$ cat config.mk
export PLATFORM = sky130hd
export DESIGN_NAME = burst_detector
export DESIGN_NICKNAME = d
export VERILOG_FILES = /design/src/rtl/burst_detector_pkg.sv /design/src/rtl/burst_debounce.sv /design/src/rtl/burst_detector.sv
export SDC_FILE = /design/constraint.sdc
export NUM_CORES = 1
export LEC_CHECK = 0
export ABC_AREA = 1
export CAP_MARGIN = 10
export CORE_MARGIN = 2
export CORE_UTILIZATION = 40
export DETAILED_ROUTE_END_ITERATION = 16
export GPL_TIMING_DRIVEN = 0
export PLACE_DENSITY = 0.72
export SKIP_CTS_REPAIR_TIMING = 1
export SYNTH_ARGS = -nofsm -noshare
export SYNTH_HDL_FRONTEND = slang
export SYNTH_SLANG_ARGS = --single-unit
$ cat constraint.sdc
create_clock -name clk -period 2.7 [get_ports clk]
set_input_delay 0.27 -clock clk [delete_from_list [all_inputs] [get_ports clk]]
set_output_delay 0.27 -clock clk [all_outputs]
set_load 0.02 [all_outputs]
$ cat src/rtl/burst_detector_pkg.sv
// Shared definitions for the burst detector: FSM state encoding, amplitude
// width and a constant-evaluable ceil(log2) helper.
package burst_detector_pkg;

    localparam int AMPL_W = 20;

    typedef enum logic [2:0] {
        S_IDLE,
        S_ARM,
        S_ACTIVE,
        S_RELEASE,
        S_HOLDOFF
    } state_t;

    function automatic int clog2(input int value);
        int result;
        result = 0;
        while ((1 << result) < value) begin
            result++;
        end
        return result;
    endfunction

endpackage

$ cat src/rtl/burst_debounce.sv
// Consecutive-event counter: hit fires on the limit-th consecutive cycle
// with cond high; any gap, a hit, or clear restarts the count from zero.
module burst_debounce #(
    parameter int CNT_W = 5
) (
    input  logic             clk,
    input  logic             reset_b,
    input  logic             cond,
    input  logic             clear,
    input  logic [CNT_W-1:0] limit,
    output logic             hit
);

    logic [CNT_W-1:0] r_cnt;

    assign hit = cond && (r_cnt == (limit - CNT_W'(1)));

    // NOTE: sequential state uses non-blocking assignments so every flop
    // samples pre-edge values regardless of process ordering.
    always_ff @(posedge clk or negedge reset_b) begin
        if (!reset_b) begin
            r_cnt <= '0;
        end else if (clear || !cond || hit) begin
            r_cnt <= '0;
        end else begin
            r_cnt <= r_cnt + CNT_W'(1);
        end
    end

endmodule

$ cat src/rtl/burst_detector.sv
// Carrier burst detector: hysteresis/debounce FSM over registered threshold
// compares, with burst length/peak measurement and max-length timeout.
module burst_detector
    import burst_detector_pkg::*;
#(
    parameter int ON_CNT  = 8,
    parameter int OFF_CNT = 16,
    parameter int LEN_W   = 16,
    parameter int MAX_LEN = 40000
) (
    input  logic              clk,
    input  logic              reset_b,
    input  logic [AMPL_W-1:0] ampl,
    input  logic [AMPL_W-1:0] thresh_hi,
    input  logic [AMPL_W-1:0] thresh_lo,
    output logic              carrier_det,
    output logic              burst_start,
    output logic              burst_end,
    output logic              burst_timeout,
    output logic [LEN_W-1:0]  burst_len,
    output logic [AMPL_W-1:0] peak_ampl
);

    localparam int CNT_W = clog2((ON_CNT > OFF_CNT) ? ON_CNT : OFF_CNT) + 1;
    localparam logic [CNT_W-1:0] ON_LIM  = CNT_W'(ON_CNT);
    localparam logic [CNT_W-1:0] OFF_LIM = CNT_W'(OFF_CNT);
    localparam logic [LEN_W-1:0] LEN_MAX = LEN_W'(MAX_LEN);

    state_t             r_state;
    state_t             w_next_state;
    logic               r_above;
    logic               r_below;
    logic [AMPL_W-1:0]  r_ampl;
    logic [LEN_W-1:0]   r_len;
    logic [AMPL_W-1:0]  r_peak;
    logic               r_burst_start;
    logic               r_burst_end;
    logic               r_burst_timeout;
    logic [LEN_W-1:0]   r_burst_len;
    logic [AMPL_W-1:0]  r_peak_ampl;

    logic               w_count_on;
    logic               w_cond;
    logic [CNT_W-1:0]   w_limit;
    logic               w_hit;
    logic               w_clear;
    logic               w_start;
    logic               w_end;
    logic               w_timeout;
    logic               w_in_burst;

    // IDLE/ARM count attack samples; every other state counts release samples.
    assign w_count_on = (r_state == S_IDLE) || (r_state == S_ARM);
    assign w_cond     = w_count_on ? r_above : r_below;
    assign w_limit    = w_count_on ? ON_LIM : OFF_LIM;
    assign w_in_burst = (r_state == S_ACTIVE) || (r_state == S_RELEASE);

    burst_debounce #(
        .CNT_W (CNT_W)
    ) u_debounce (
        .clk     (clk),
        .reset_b (reset_b),
        .cond    (w_cond),
        .clear   (w_clear),
        .limit   (w_limit),
        .hit     (w_hit)
    );

    always_ff @(posedge clk or negedge reset_b) begin
        if (!reset_b) begin
            r_above <= 1'b0;
            r_below <= 1'b0;
            r_ampl  <= '0;
            r_state <= S_IDLE;
        end else begin
            r_above <= (ampl > thresh_hi);
            r_below <= (ampl <= thresh_lo);
            r_ampl  <= ampl;
            r_state <= w_next_state;
        end
    end

    // NOTE: every output of this block gets a default first, so no branch can
    // leave one unassigned and infer a latch.
    always_comb begin
        w_next_state = r_state;
        w_clear      = 1'b0;
        w_start      = 1'b0;
        w_end        = 1'b0;
        w_timeout    = 1'b0;
        case (r_state)
            S_IDLE, S_ARM: begin
                if (w_hit) begin
                    w_next_state = S_ACTIVE;
                    w_start      = 1'b1;
                end else if (r_above) begin
                    w_next_state = S_ARM;
                end else begin
                    w_next_state = S_IDLE;
                end
            end
            S_ACTIVE, S_RELEASE: begin
                if (r_len == LEN_MAX) begin
                    w_next_state = S_HOLDOFF;
                    w_clear      = 1'b1;
                    w_end        = 1'b1;
                    w_timeout    = 1'b1;
                end else if (w_hit) begin
                    w_next_state = S_IDLE;
                    w_end        = 1'b1;
                end else if (r_below) begin
                    w_next_state = S_RELEASE;
                end else begin
                    w_next_state = S_ACTIVE;
                end
            end
            S_HOLDOFF: begin
                if (w_hit) begin
                    w_next_state = S_IDLE;
                end
            end
            default: begin
                w_next_state = S_IDLE;
            end
        endcase
    end

    always_ff @(posedge clk or negedge reset_b) begin
        if (!reset_b) begin
            r_len           <= '0;
            r_peak          <= '0;
            r_burst_start   <= 1'b0;
            r_burst_end     <= 1'b0;
            r_burst_timeout <= 1'b0;
            r_burst_len     <= '0;
            r_peak_ampl     <= '0;
        end else begin
            r_burst_start   <= w_start;
            r_burst_end     <= w_end;
            r_burst_timeout <= w_timeout;
            // len is frozen on the ending cycle so it cannot wrap at MAX_LEN.
            if (w_start) begin
                r_len  <= LEN_W'(1);
                r_peak <= r_ampl;
            end else if (w_in_burst && !w_end) begin
                r_len <= r_len + LEN_W'(1);
                if (r_ampl > r_peak) begin
                    r_peak <= r_ampl;
                end
            end
            if (w_end) begin
                r_burst_len <= r_len;
                r_peak_ampl <= r_peak;
            end
        end
    end

    assign carrier_det   = w_in_burst;
    assign burst_start   = r_burst_start;
    assign burst_end     = r_burst_end;
    assign burst_timeout = r_burst_timeout;
    assign burst_len     = r_burst_len;
    assign peak_ampl     = r_peak_ampl;

endmodule

Yosys cells after proc, flatten, opt, wreduce, memory -nomap -nowiden --
Index checks and enable logic that the tools add are counted. Widths: inputs -> output; s select.
Word-level totals: register bits after elaboration 105, output and inout bits 40
Operators by class: add/sub/neg operators 3, muxes and demuxes 21, $lt $le $gt $ge 3, reduce and logical (&&, ||, !) cells 14, eq/ne operators 7
Operators with widths (count):
- $mux 20 | 3
- $gt 20x20->1 | 2
- $mux 16 | 2
- $le 20x20->1 | 1
- $add 16x1->16 const B | 1
- $eq 16x16->1 const B | 1
- $mux 5 | 2
- $mux 1 | 9
- $pmux 3 s3 | 1
- $eq 3x2->1 const B | 2
- $mux 3 | 2
- $add 5x1->5 const B | 1
- $eq 5x5->1 | 1
- $sub 5x1->5 const B | 1
- $logic_or 1x1->1 | 4
- $mux 2 | 2
- $reduce_bool 2->1 | 2
- $reduce_or 2->1 | 2
- $eq 3x1->1 const B | 1
- $eq 3x3->1 const B | 1
- $logic_not 3->1 | 1
- $logic_and 1x1->1 | 2
- $logic_not 1->1 | 2
- $ne 2x1->1 const B | 1
- $reduce_and 2->1 | 1

Logic depth before layout (Yosys ltp) --
Gate-level depths: netlist (run 1).
depth after elaboration 13, gate-level depth with buffers 15

By module --
Synthesis (run 1) repeated with hierarchy kept, for this count alone.
Second synthesis, totals: cells, all modules 731, area, all modules 5987.0 um^2
Modules (own cells, without submodules):
- burst_detector | area an instance 5580.4 um^2, instances 1, cells an instance 663, sequential area each 2502.4 um^2
- burst_debounce | area an instance 406.6 um^2, instances 1, cells an instance 68, sequential area each 125.1 um^2

Worst setup path after synthesis (run 1) --
Ideal clock, no wire load.
path kind register to register, start register r_peak[19], end register r_peak[10], cell stages (with the launch flop) 13, arrival time 1482 ps, setup time 116 ps, required time 2584 ps, path slack 1102 ps, cells stage by stage dfrtp_1 > inv_1 > ha_1 > nand2_1 > nor2_1 > nand2_1 > nor3_1 > nor2_1 > nand2_2 > nand2_2 > buf_6 > nand2_1 > nand2_1
Between the ends: word-level cells in the longest chain between the ends 3
Ends and longest elaborated chain:
- from (decl) | RTL line burst_detector.sv:35 | logic [AMPL_W-1:0] r_peak;
- from (signal assigned) | RTL line burst_detector.sv:144 | r_peak <= r_ampl;
- from (signal assigned) | RTL line burst_detector.sv:148 | r_peak <= r_ampl;
- $gt 20x20->1 | RTL line burst_detector.sv:147 | if (r_ampl > r_peak) begin
- $reduce_bool 2->1 (no source line)
- $reduce_and 2->1 (no source line)
Every way passes these cells. A chain may end at the register's enable or synchronous reset.

Final worst setup path (run 1) --
start register r_state[1], end output carrier_det
Between the ends: word-level cells in the longest chain between the ends 2, elaborated cells on any way between the ends 3, those cells by class 2 x eq/ne; 1 x reduce/logical
Ends and longest elaborated chain:
- from (decl) | RTL line burst_detector.sv:29 | state_t r_state;
- from (signal assigned) | RTL line burst_detector.sv:79 | r_state <= w_next_state;
- $eq 3x2->1 | RTL line burst_detector.sv:56 | assign w_in_burst = (r_state == S_ACTIVE) || (r_state == S_RELEASE);
- $logic_or 1x1->1 (*) | RTL line burst_detector.sv:56
- to (decl) | RTL line burst_detector.sv:16 | output logic carrier_det,
Every way passes the cells marked *; elsewhere a longest branch is shown, timed or not.

==> results.py, run 1 <==
metrics = {
    "worst_setup_path": {
        "crit_family": "buffers and inverters",
        "arrival_ps": 1690,
        "crit_buf_inv": 2,
        "critical_path.max_stage_delay_ps": 660,
        "worstRegToRegCells": 10,
        "cp_max_fo": 4,
        "critical_path_class": "flop to primary output",
        "cp.required_ps": 2430,
        "crit_path_start_kind": "flop",
        "critPathSlowestCell": "clkdlybuf4s50_1",
        "endpoint_kind": "primary output",
        "cp.depth": 3,
        "worstPathCellList": "inv_1 > nor2_2 > clkdlybuf4s50_1",
    },
    "synth": {
        "yosysMostFrequentCell": "nand2_1",
        "netlist_area_mm2": 0.00581,
        "ys.flop_type": "dfrtp_1",
        "synth_top_area_share_pct": 45.2,
        "yosysWarnings": 0,
        "ys_ff_latch": 105,
        "synth_fp_nets": 819,
        "synth_common_cells": "nand2_1, dfrtp_1, inv_1",
        "synth_area_leaders": "dfrtp_1, ha_1, nand2_1, inv_1, nand3_1",
        "syn_avg_cell_area_um2": 8.37,
        "postSynthCellCount": 694,
        "yosysTopAreaCell": "dfrtp_1",
        "synth_top_family_by_area": "simple AND/OR/NAND/NOR gates",
        "synth_simple_gate_area_share_pct": 22.5,
        "synth_compound_area_share_pct": 8.76,
        "seq_area_frac_synth_pct": 45.2,
        "async_flop_share_pct": 100,
        "muxShareOfSynthArea_pct": 0,
        "synthAdderAreaFrac_pct": 13.6,
        "synth_cell_types": 33,
        "synth-edff-count": 0,
        "synth_xor_area_share_pct": 0.904,
    },
    "cells_and_area": {
        "drive_gt1_share_pct": 7.63,
        "nets": 933,
        "diodes": 0,
        "instances_no_fill": 997,
        "fillers": 1394,
        "areaGrowthSynthToFinish_pct": 27.0,
        "multi_input_area_mm2": 0.00266,
        "regArea_mm2": 0.00263,
        "fin_area_mm2": 0.00738,
    },
    "clock_tree": {
        "cts-root-buf": "clkbuf_16",
        "cts_buffers": 9,
        "cts_tree": "built",
        "clkLatencyLatePin_ps": 340,
        "clk_pin_slew_worst_paths_ps": 70,
        "clkSinkCount": 105,
        "h-tree-depth": 3,
        "cts_buffer_depth": 2,
    },
    "floorplan": {
        "io_pins": 102,
        "coreArea_mm2": 0.0144,
        "rows": 44,
        "dieArea_mm2": 0.0155,
        "initial_core_util_pct": 40.4,
        "fp.dieH_um": 125,
        "die_w_um": 125,
    },
    "routing": {
        "vias": 4886,
        "drt_iter0_drc": 324,
        "vias_per_cell": 4.90,
        "wl_per_cell_um": 12.6,
        "drc": 0,
        "dr.pass1.iters": 4,
        "ant_nets": 0,
        "wl_mm": 12.6,
    },
    "sta": {
        "hold_violations": 0,
        "period_minus_slack_ps": 1960,
        "maxSlewViolCount": 0,
        "fmax_mhz": 509,
        "fin_crit_sh_pct": 72.8,
        "worst_pin_slew_ps": 542,
        "setup_viol": 0,
        "max_slew_margin_pct": 63.6,
        "rsz0062_at_grt": "no",
        "skew_ps": 9.14,
    },
    "grt": {
        "grt_pass1_wl_mm": 22.1,
        "grt_usage_pct": 17.3,
        "antenna_found_initial": 0,
        "overflow": 0,
        "grt_pass1_vias": 4818,
        "grt_max_degree": 68,
    },
    "min_path": {
        "min-delay-path-class": "input port to flop",
        "whs_path_depth": 1,
    },
    "placement": {
        "place_area_mm2": 0.00708,
        "port-buffer-count": 101,
        "hpwl_mm": 10.0,
        "gp_congestion": 0.894,
        "placed_cells": 980,
    },
    "job": {
        "cap_violations": 0,
    },
    "pwr": {
        "leakage_nw": 3.64,
        "vdd_ir_drop_max_v": 0.000335,
        "power_mw": 4.13,
        "cellPowerDensity_mw_per_mm2": 560,
    },
    "status": {
        "status": "completed",
    },
}
stage by stage:
stage | hold slack, ps | setup TNS [ps] | setup slack [ps] | util, %
after detailed placement | 286 | 0 | 617 | 49.3
after global placement | 416 | -263880 | -2520 | 49.1
final | 434 | 0 | 735 | 51.3
after CTS | -79.5 | 0 | 736 | 51.3
after global routing | 442 | 0 | 625 | 51.3
after floorplan | -25.6 | 0 | 1100 | -
worst paths after layout:
path / from / end / slack [ps]
max in group asynchronous: reset_b / u_debounce.r_cnt[0]$_DFF_PN0_ / 1570
min in group asynchronous: reset_b / burst_len[0]$_DFFE_PN0P_ / 450
worst max-delay path: r_state[1]$_DFFE_PN0P_ / carrier_det / 740
worst max register to register: r_len[0]$_DFFE_PN0P_ / peak_ampl[14]$_DFFE_PN0P_ / 840
worst min-delay path: ampl[0] / r_ampl[0]$_DFF_PN0_ / 430
worst min register to register: r_state[0]$_DFFE_PN0P_ / r_state[2]$_DFFE_PN0P_ / 440
worst register-to-register path, cell delays in order, from the launching register on:
cell	delay [ps]
dfrtp_1	400
inv_1	150
ha_1	210
nand3_1	80
nor2_1	140
nand2_1	100
nand2_1	90
nand2_2	100
clkbuf_1	270
nand2_1	130
o21ai_1	70
cell type report:
class                   count  area share (%)
plain buffers              19            1.76
clock buffers              11            3.43
clock inverters             5           0.526
inverters                 105            5.34
multi-input cells         465            36.0
flip-flops and latches    105            35.6
well taps                 184            3.12
repair buffers            103            14.2
cells in the final DEF, fill, tap and decap left out, types with 4 or more instances in the layout:
cell type	count
o21ai_0	14
nor2_1	47
nand3_1	36
clkbuf_16	9
ha_1	63
o21ai_1	33
a21oi_1	24
nand4_1	16
buf_6	5
nand2_2	5
xor2_1	5
dfrtp_1	105
buf_4	4
nand2_1	180
buf_2	8
nor3_1	12
inv_1	100
clkdlybuf4s50_1	100
inv_2	5
o21ai_2	9
flip-flops by register name (all words and copies together), names as in the netlist:
| register | count |
|---|---|
| burst_timeout | 1 |
| r_above | 1 |
| r_ampl | 20 |
| r_below | 1 |
| r_peak | 20 |
| r_state | 3 |
| burst_end | 1 |
| r_len | 16 |
| burst_start | 1 |
| u_debounce.r_cnt | 5 |
| peak_ampl | 20 |
| burst_len | 16 |
cells by family (layout without fill, tap and decap cells):
family | Yosys count | after routing
compound gates | 90 | 90
flops | 105 | 105
simple gates | 306 | 306
xor+xnor | 6 | 6
buf+inv | 124 | 243
fa+ha+maj | 63 | 63
where the power goes:
part,leakage (nW),switching (mW),internal [mW]
Combinational,2.10,0.580,0.442
Sequential,1.40,0.105,1.76
Clock,0.142,0.565,0.681
layer usage:
layer,part of all wire [%],vias to the layer above,wire [µm],GRT usage [%]
met1,45,2274,5650,22.9
met4,1.9,0,238,5.22
met5,0,-,0,0
met2,48,140,6020,28.9
li1,-,2457,-,-
met3,5.5,15,697,3.09
Power figures use the tool's default switching activity.
==> run 2: changes to the inputs <==
Clock period 2.7 ns to 1.9 ns, I/O delays scaled along.
==> run 2 against run 1 <==
  * Sequential share of layout area decreased by 0.51 points
  * Total power grew 45%
  * Global-route usage stayed put
  * Worst hold slack worse by 84 ps
  * Core utilization up 0.74 points
  * Setup slack worse by 640 ps
  * Non-clock buffer count up 1
  * Critical path depth up 9
==> results.py, run 2 (synthesis results as in run 1) <==
metrics = {
    "clock_tree": {
        "cts_buffer_depth": 2,
        "cts_tree": "built",
        "clk_pin_slew_worst_paths_ps": 70,
        "cts-root-buf": "clkbuf_16",
        "h-tree-depth": 3,
        "clkLatencyLatePin_ps": 340,
        "clkSinkCount": 105,
        "cts_buffers": 9,
    },
    "floorplan": {
        "io_pins": 102,
        "dieArea_mm2": 0.0155,
        "coreArea_mm2": 0.0144,
        "initial_core_util_pct": 40.4,
        "rows": 44,
        "die_w_um": 125,
        "fp.dieH_um": 125,
    },
    "grt": {
        "grt_usage_pct": 17.3,
        "grt_max_degree": 68,
        "overflow": 0,
        "grt_pass1_vias": 4818,
        "antenna_found_initial": 0,
        "grt_pass1_wl_mm": 22.1,
    },
    "worst_setup_path": {
        "r2r_slack_ps": 100,
        "critical_path.max_stage_delay_ps": 360,
        "critical_path_class": "flop to flop",
        "critPathLaunch": "r_peak[18]$_DFFE_PN0P_",
        "critPathSlowestCell": "dfrtp_1",
        "path_common_cell": "nand2_1",
        "endpoint_kind": "flop",
        "crit_buf_inv": 2,
        "worstPathCellList": "inv_2 > ha_1 > nand2_1 > nor2_2 > nand2_2 > nor2_2 > nand2_1 > nand3_1 > nand2_2 > buf_4 > nand3_1 > nand2_1",
        "arrival_ps": 2030,
        "worstRegToRegCells": 12,
        "cp_max_fo": 10,
        "crit_family": "simple AND/OR/NAND/NOR gates",
        "cp.required_ps": 2130,
        "crit_path_start_kind": "flop",
        "r2r_end": "r_peak[13]$_DFFE_PN0P_",
        "reg2reg_from": "r_peak[18]$_DFFE_PN0P_",
    },
    "pwr": {
        "switchingPower_mw": 1.84,
        "power.share.clock_pct": 29.6,
        "seqPwrFrac_pct": 44.3,
        "cellPowerDensity_mw_per_mm2": 802,
        "power_mw": 6.00,
        "leakage_nw": 3.68,
        "switching_share_pct": 30.8,
        "vdd_ir_drop_max_v": 0.000485,
        "comb_power_share_pct": 26.1,
        "p_int_mw": 4.15,
    },
    "cells_and_area": {
        "final_common_cell": "nand2_1",
        "drive_gt1_share_pct": 10.3,
        "most-common-layout-cells": "nand2_1, dfrtp_1, clkdlybuf4s50_1",
        "fillers": 1368,
        "diodes": 0,
        "instances_no_fill": 998,
        "nets": 934,
        "areaGrowthSynthToFinish_pct": 28.8,
    },
    "sta": {
        "period_minus_slack_ps": 1800,
        "skew_ps": 8.30,
        "fmax_mhz": 554,
        "setup_viol": 0,
        "hold_violations": 0,
        "worst_pin_slew_ps": 574,
        "setup_tns_ps": 0,
        "max_slew_margin_pct": 61.5,
        "fin_crit_sh_pct": 94.9,
        "maxSlewViolCount": 0,
    },
    "routing": {
        "vias_per_cell": 4.91,
        "drc": 0,
        "dr.pass1.iters": 6,
        "wl_per_cell_um": 12.7,
        "vias": 4899,
        "ant_nets": 0,
        "wl_mm": 12.7,
        "drt_iter0_drc": 282,
    },
    "placement": {
        "port-buffer-count": 101,
        "hpwl_mm": 10.0,
        "gp_congestion": 0.894,
        "placed_cells": 980,
    },
    "min_path": {
        "hold_start": "ampl[0]",
        "whs_path_depth": 1,
        "min_to": "r_ampl[0]$_DFF_PN0_",
        "min-delay-path-class": "input port to flop",
    },
    "status": {
        "status": "completed",
    },
    "job": {
        "cap_violations": 0,
    },
}
==> run 2: changes by cell type in the layout (fill, tap and decap cells not counted), sizes merged <==
cell / change
buf: +1
clkdlybuf4s50: -1
dlymetal6s2s: +1
==> run 2: area by class of cell <==
type / count / area, µm² / area share, %
multi-input cells: 465 / 2750 / 36.7
flip-flops and latches: 105 / 2630 / 35.1
repair buffers: 104 / 1060 / 14.1
inverters: 105 / 394 / 5.27
clock buffers: 11 / 253 / 3.38
well taps: 184 / 230 / 3.08
plain buffers: 19 / 139 / 1.86
clock inverters: 5 / 38.8 / 0.518
==> run 2: power groups by stage <==
stage	Combinational, mW	Clock, mW	Sequential [mW]
floorplan	1.01	0	2.65
global placement	1.41	0	2.68
detailed placement	1.46	0	2.69
CTS	1.48	1.83	2.65
global route	1.85	1.91	2.69
finish	1.56	1.78	2.66
==> run 2: metrics by stage <==
step	utilization (%)	area (µm²)	setup slack, ps	hold WS (ps)
after floorplan	-	5810	302	-106
after global placement	49.1	7050	-3240	416
after detailed placement	49.3	7080	-103	206
after CTS	51.3	7370	15.7	-159
after global routing	52.1	7480	-33.5	362
final	52.1	7480	96.4	349
==> run 2: per-layer routing <==
metal	share of wire [%]	vias up	track usage (%)
met3	5.1	15	3.09
met4	1.5	0	5.22
li1	-	2460	-
met2	48	144	28.9
met1	45	2280	22.9
met5	0	-	0
==> run 2: how the worst max path moves through the flow <==
stage | to | depth (start not counted)
after global routing | r_peak[15]$_DFFE_PN0P_ | 12
after CTS | carrier_det | 3
final | r_peak[13]$_DFFE_PN0P_ | 12
after floorplan | r_peak[10]$_DFFE_PN0P_ | 12
after detailed placement | r_below$_DFF_PN0_ | 9
after global placement | r_ampl[3]$_DFF_PN0_ | 1
==> run 2: worst reg2reg max path, stage by stage (launching register included) <==
cell     delay (ps)
dfrtp_1         360
inv_2            70
ha_1            280
nand2_1          80
nor2_2          150
nand2_2         100
nor2_2          100
nand2_1          60
nand3_1         100
nand2_2          70
buf_4           180
nand3_1          80
nand2_1          60
==> run 3: changes to the inputs <==
Settings changed: PLACE_DENSITY 0.72 to unset.
==> run 3 against run 2 <==
  * Sequential share of layout area is 0.53 points lower
  * First-iteration DRC count is 17% higher
  * Clock skew is 0.78 ps higher
  * Sequential power hardly changed
  * Combinational power is 13% higher
  * Critical path depth is 1 higher
  * Routed wire length is 8.4% higher
  * Critical path type unchanged
  * Critical endpoint is now r_peak[12]$_DFFE_PN0P_
  * Highest routed layer unchanged
==> results.py, run 3 (synthesis results as in run 1) <==
metrics = {
    "cells_and_area": {
        "instances_no_fill": 1003,
        "areaGrowthSynthToFinish_pct": 30.8,
        "most-common-layout-cells": "nand2_1, dfrtp_1, clkdlybuf4s50_1",
        "nets": 940,
        "diodes": 0,
        "drive_gt1_share_pct": 11.8,
        "final_common_cell": "nand2_1",
    },
    "floorplan": {
        "io_pins": 102,
        "rows": 44,
        "die_w_um": 125,
        "fp.dieH_um": 125,
        "dieArea_mm2": 0.0155,
        "coreArea_mm2": 0.0144,
        "initial_core_util_pct": 40.4,
    },
    "sta": {
        "maxSlewViolCount": 0,
        "fmax_mhz": 546,
        "fin_crit_sh_pct": 96.3,
        "worst_pin_slew_ps": 552,
        "hold_slack_ps": 336,
        "period_minus_slack_ps": 1830,
        "hold_violations": 0,
        "max_slew_margin_pct": 62.9,
        "setup_viol": 0,
        "skew_ps": 9.08,
    },
    "grt": {
        "grt_pass1_wl_mm": 23.2,
        "antenna_found_initial": 0,
        "overflow": 0,
        "grt_max_degree": 66,
        "grt_pass1_vias": 4953,
        "grt_usage_pct": 18.4,
    },
    "routing": {
        "ant_nets": 0,
        "vias_per_cell": 4.82,
        "drc": 0,
        "wl_per_cell_um": 13.7,
        "wl_mm": 13.8,
        "vias": 4830,
        "dr.pass1.iters": 4,
        "drt_iter0_drc": 330,
    },
    "worst_setup_path": {
        "endpoint_kind": "flop",
        "worstRegToRegCells": 13,
        "critical_path_class": "flop to flop",
        "cp.required_ps": 2180,
        "crit_path_start_kind": "flop",
        "arrival_ps": 2110,
        "r2r_slack_ps": 70,
        "cp_max_fo": 5,
    },
    "min_path": {
        "whs_path_depth": 1,
        "min-delay-path-class": "input port to flop",
    },
    "clock_tree": {
        "cts-root-buf": "clkbuf_16",
        "clkLatencyLatePin_ps": 340,
        "clkSinkCount": 105,
        "h-tree-depth": 3,
        "cts_tree": "built",
        "cts_buffers": 9,
        "cts_buffer_depth": 2,
        "clk_pin_slew_worst_paths_ps": 70,
    },
    "pwr": {
        "power_mw": 6.41,
        "leakage_nw": 3.74,
        "vdd_ir_drop_max_v": 0.000548,
        "cellPowerDensity_mw_per_mm2": 844,
    },
    "placement": {
        "hpwl_mm": 10.8,
        "port-buffer-count": 101,
        "placed_cells": 980,
        "gp_congestion": 0.885,
    },
    "status": {
        "status": "completed",
    },
    "job": {
        "cap_violations": 0,
    },
}
run 3: changes by cell type in the layout (fill, tap and decap cells not counted), moves of 2 or more:
| cell | delta |
|---|---|
| buf_4 | +5 |
| clkbuf_1 | +2 |
| clkinv_4 | -2 |
| inv_1 | -6 |
| inv_2 | +6 |
| bufinv_16 | +2 |
| nand2_4 | +2 |
run 3: power breakdown:
group          total (mW)  leakage [nW]  internal [mW]  switching [mW]
clock network        1.97         0.153           1.18           0.788
registers            2.68          1.40           2.50           0.179
logic                1.76          2.18          0.791           0.971
run 3: per-layer routing:
metal | up-vias | global-route usage (%) | wire length, µm
met4 | 0 | 6.08 | 213
li1 | 2469 | - | -
met2 | 101 | 32.8 | 7040
met3 | 16 | 2.75 | 455
met1 | 2244 | 22.9 | 6080
met5 | - | 0 | 0
run 3: critical path, cell delays in order, from the launching register on:
cell	delay, ps
dfrtp_1	360
inv_2	70
ha_1	300
nand2_2	70
nor2_4	130
nand2_2	80
nor2_1	110
nand2_1	80
nand3_2	110
nand2_4	80
nand2_4	100
buf_2	160
nand2_1	70
nand2_1	50
run 3: cell type report:
class,instances,area [µm²]
fill,1392,6770
multi-input combinational,465,2790
sequential,105,2630
timing repair buffer,110,1100
inverter,105,394
clock buffer,12,246
tap,184,230
buffer,19,153
clock inverter,3,65.1
run 3: metrics by stage:
step | cell area (µm²) | utilization [%] | setup TNS [ps] | setup slack, ps
floorplan | 5810 | - | 0 | 302
global placement | 7050 | 49.1 | -346320 | -3300
detailed placement | 7080 | 49.3 | -563 | -95.2
CTS | 7390 | 51.4 | -710 | -69.1
global route | 7600 | 52.9 | -127 | -28.3
finish | 7600 | 52.9 | 0 | 69.7
run 3: worst paths after layout:
kind	to	startpoint
hold reg to reg	r_state[2]$_DFFE_PN0P_	r_state[0]$_DFFE_PN0P_
setup / recovery	r_peak[12]$_DFFE_PN0P_	r_peak[18]$_DFFE_PN0P_
hold / removal	r_ampl[0]$_DFF_PN0_	ampl[0]
max in group asynchronous	r_peak[1]$_DFFE_PN0P_	reset_b
setup reg to reg	r_peak[12]$_DFFE_PN0P_	r_peak[18]$_DFFE_PN0P_
min in group asynchronous	burst_len[2]$_DFFE_PN0P_	reset_b
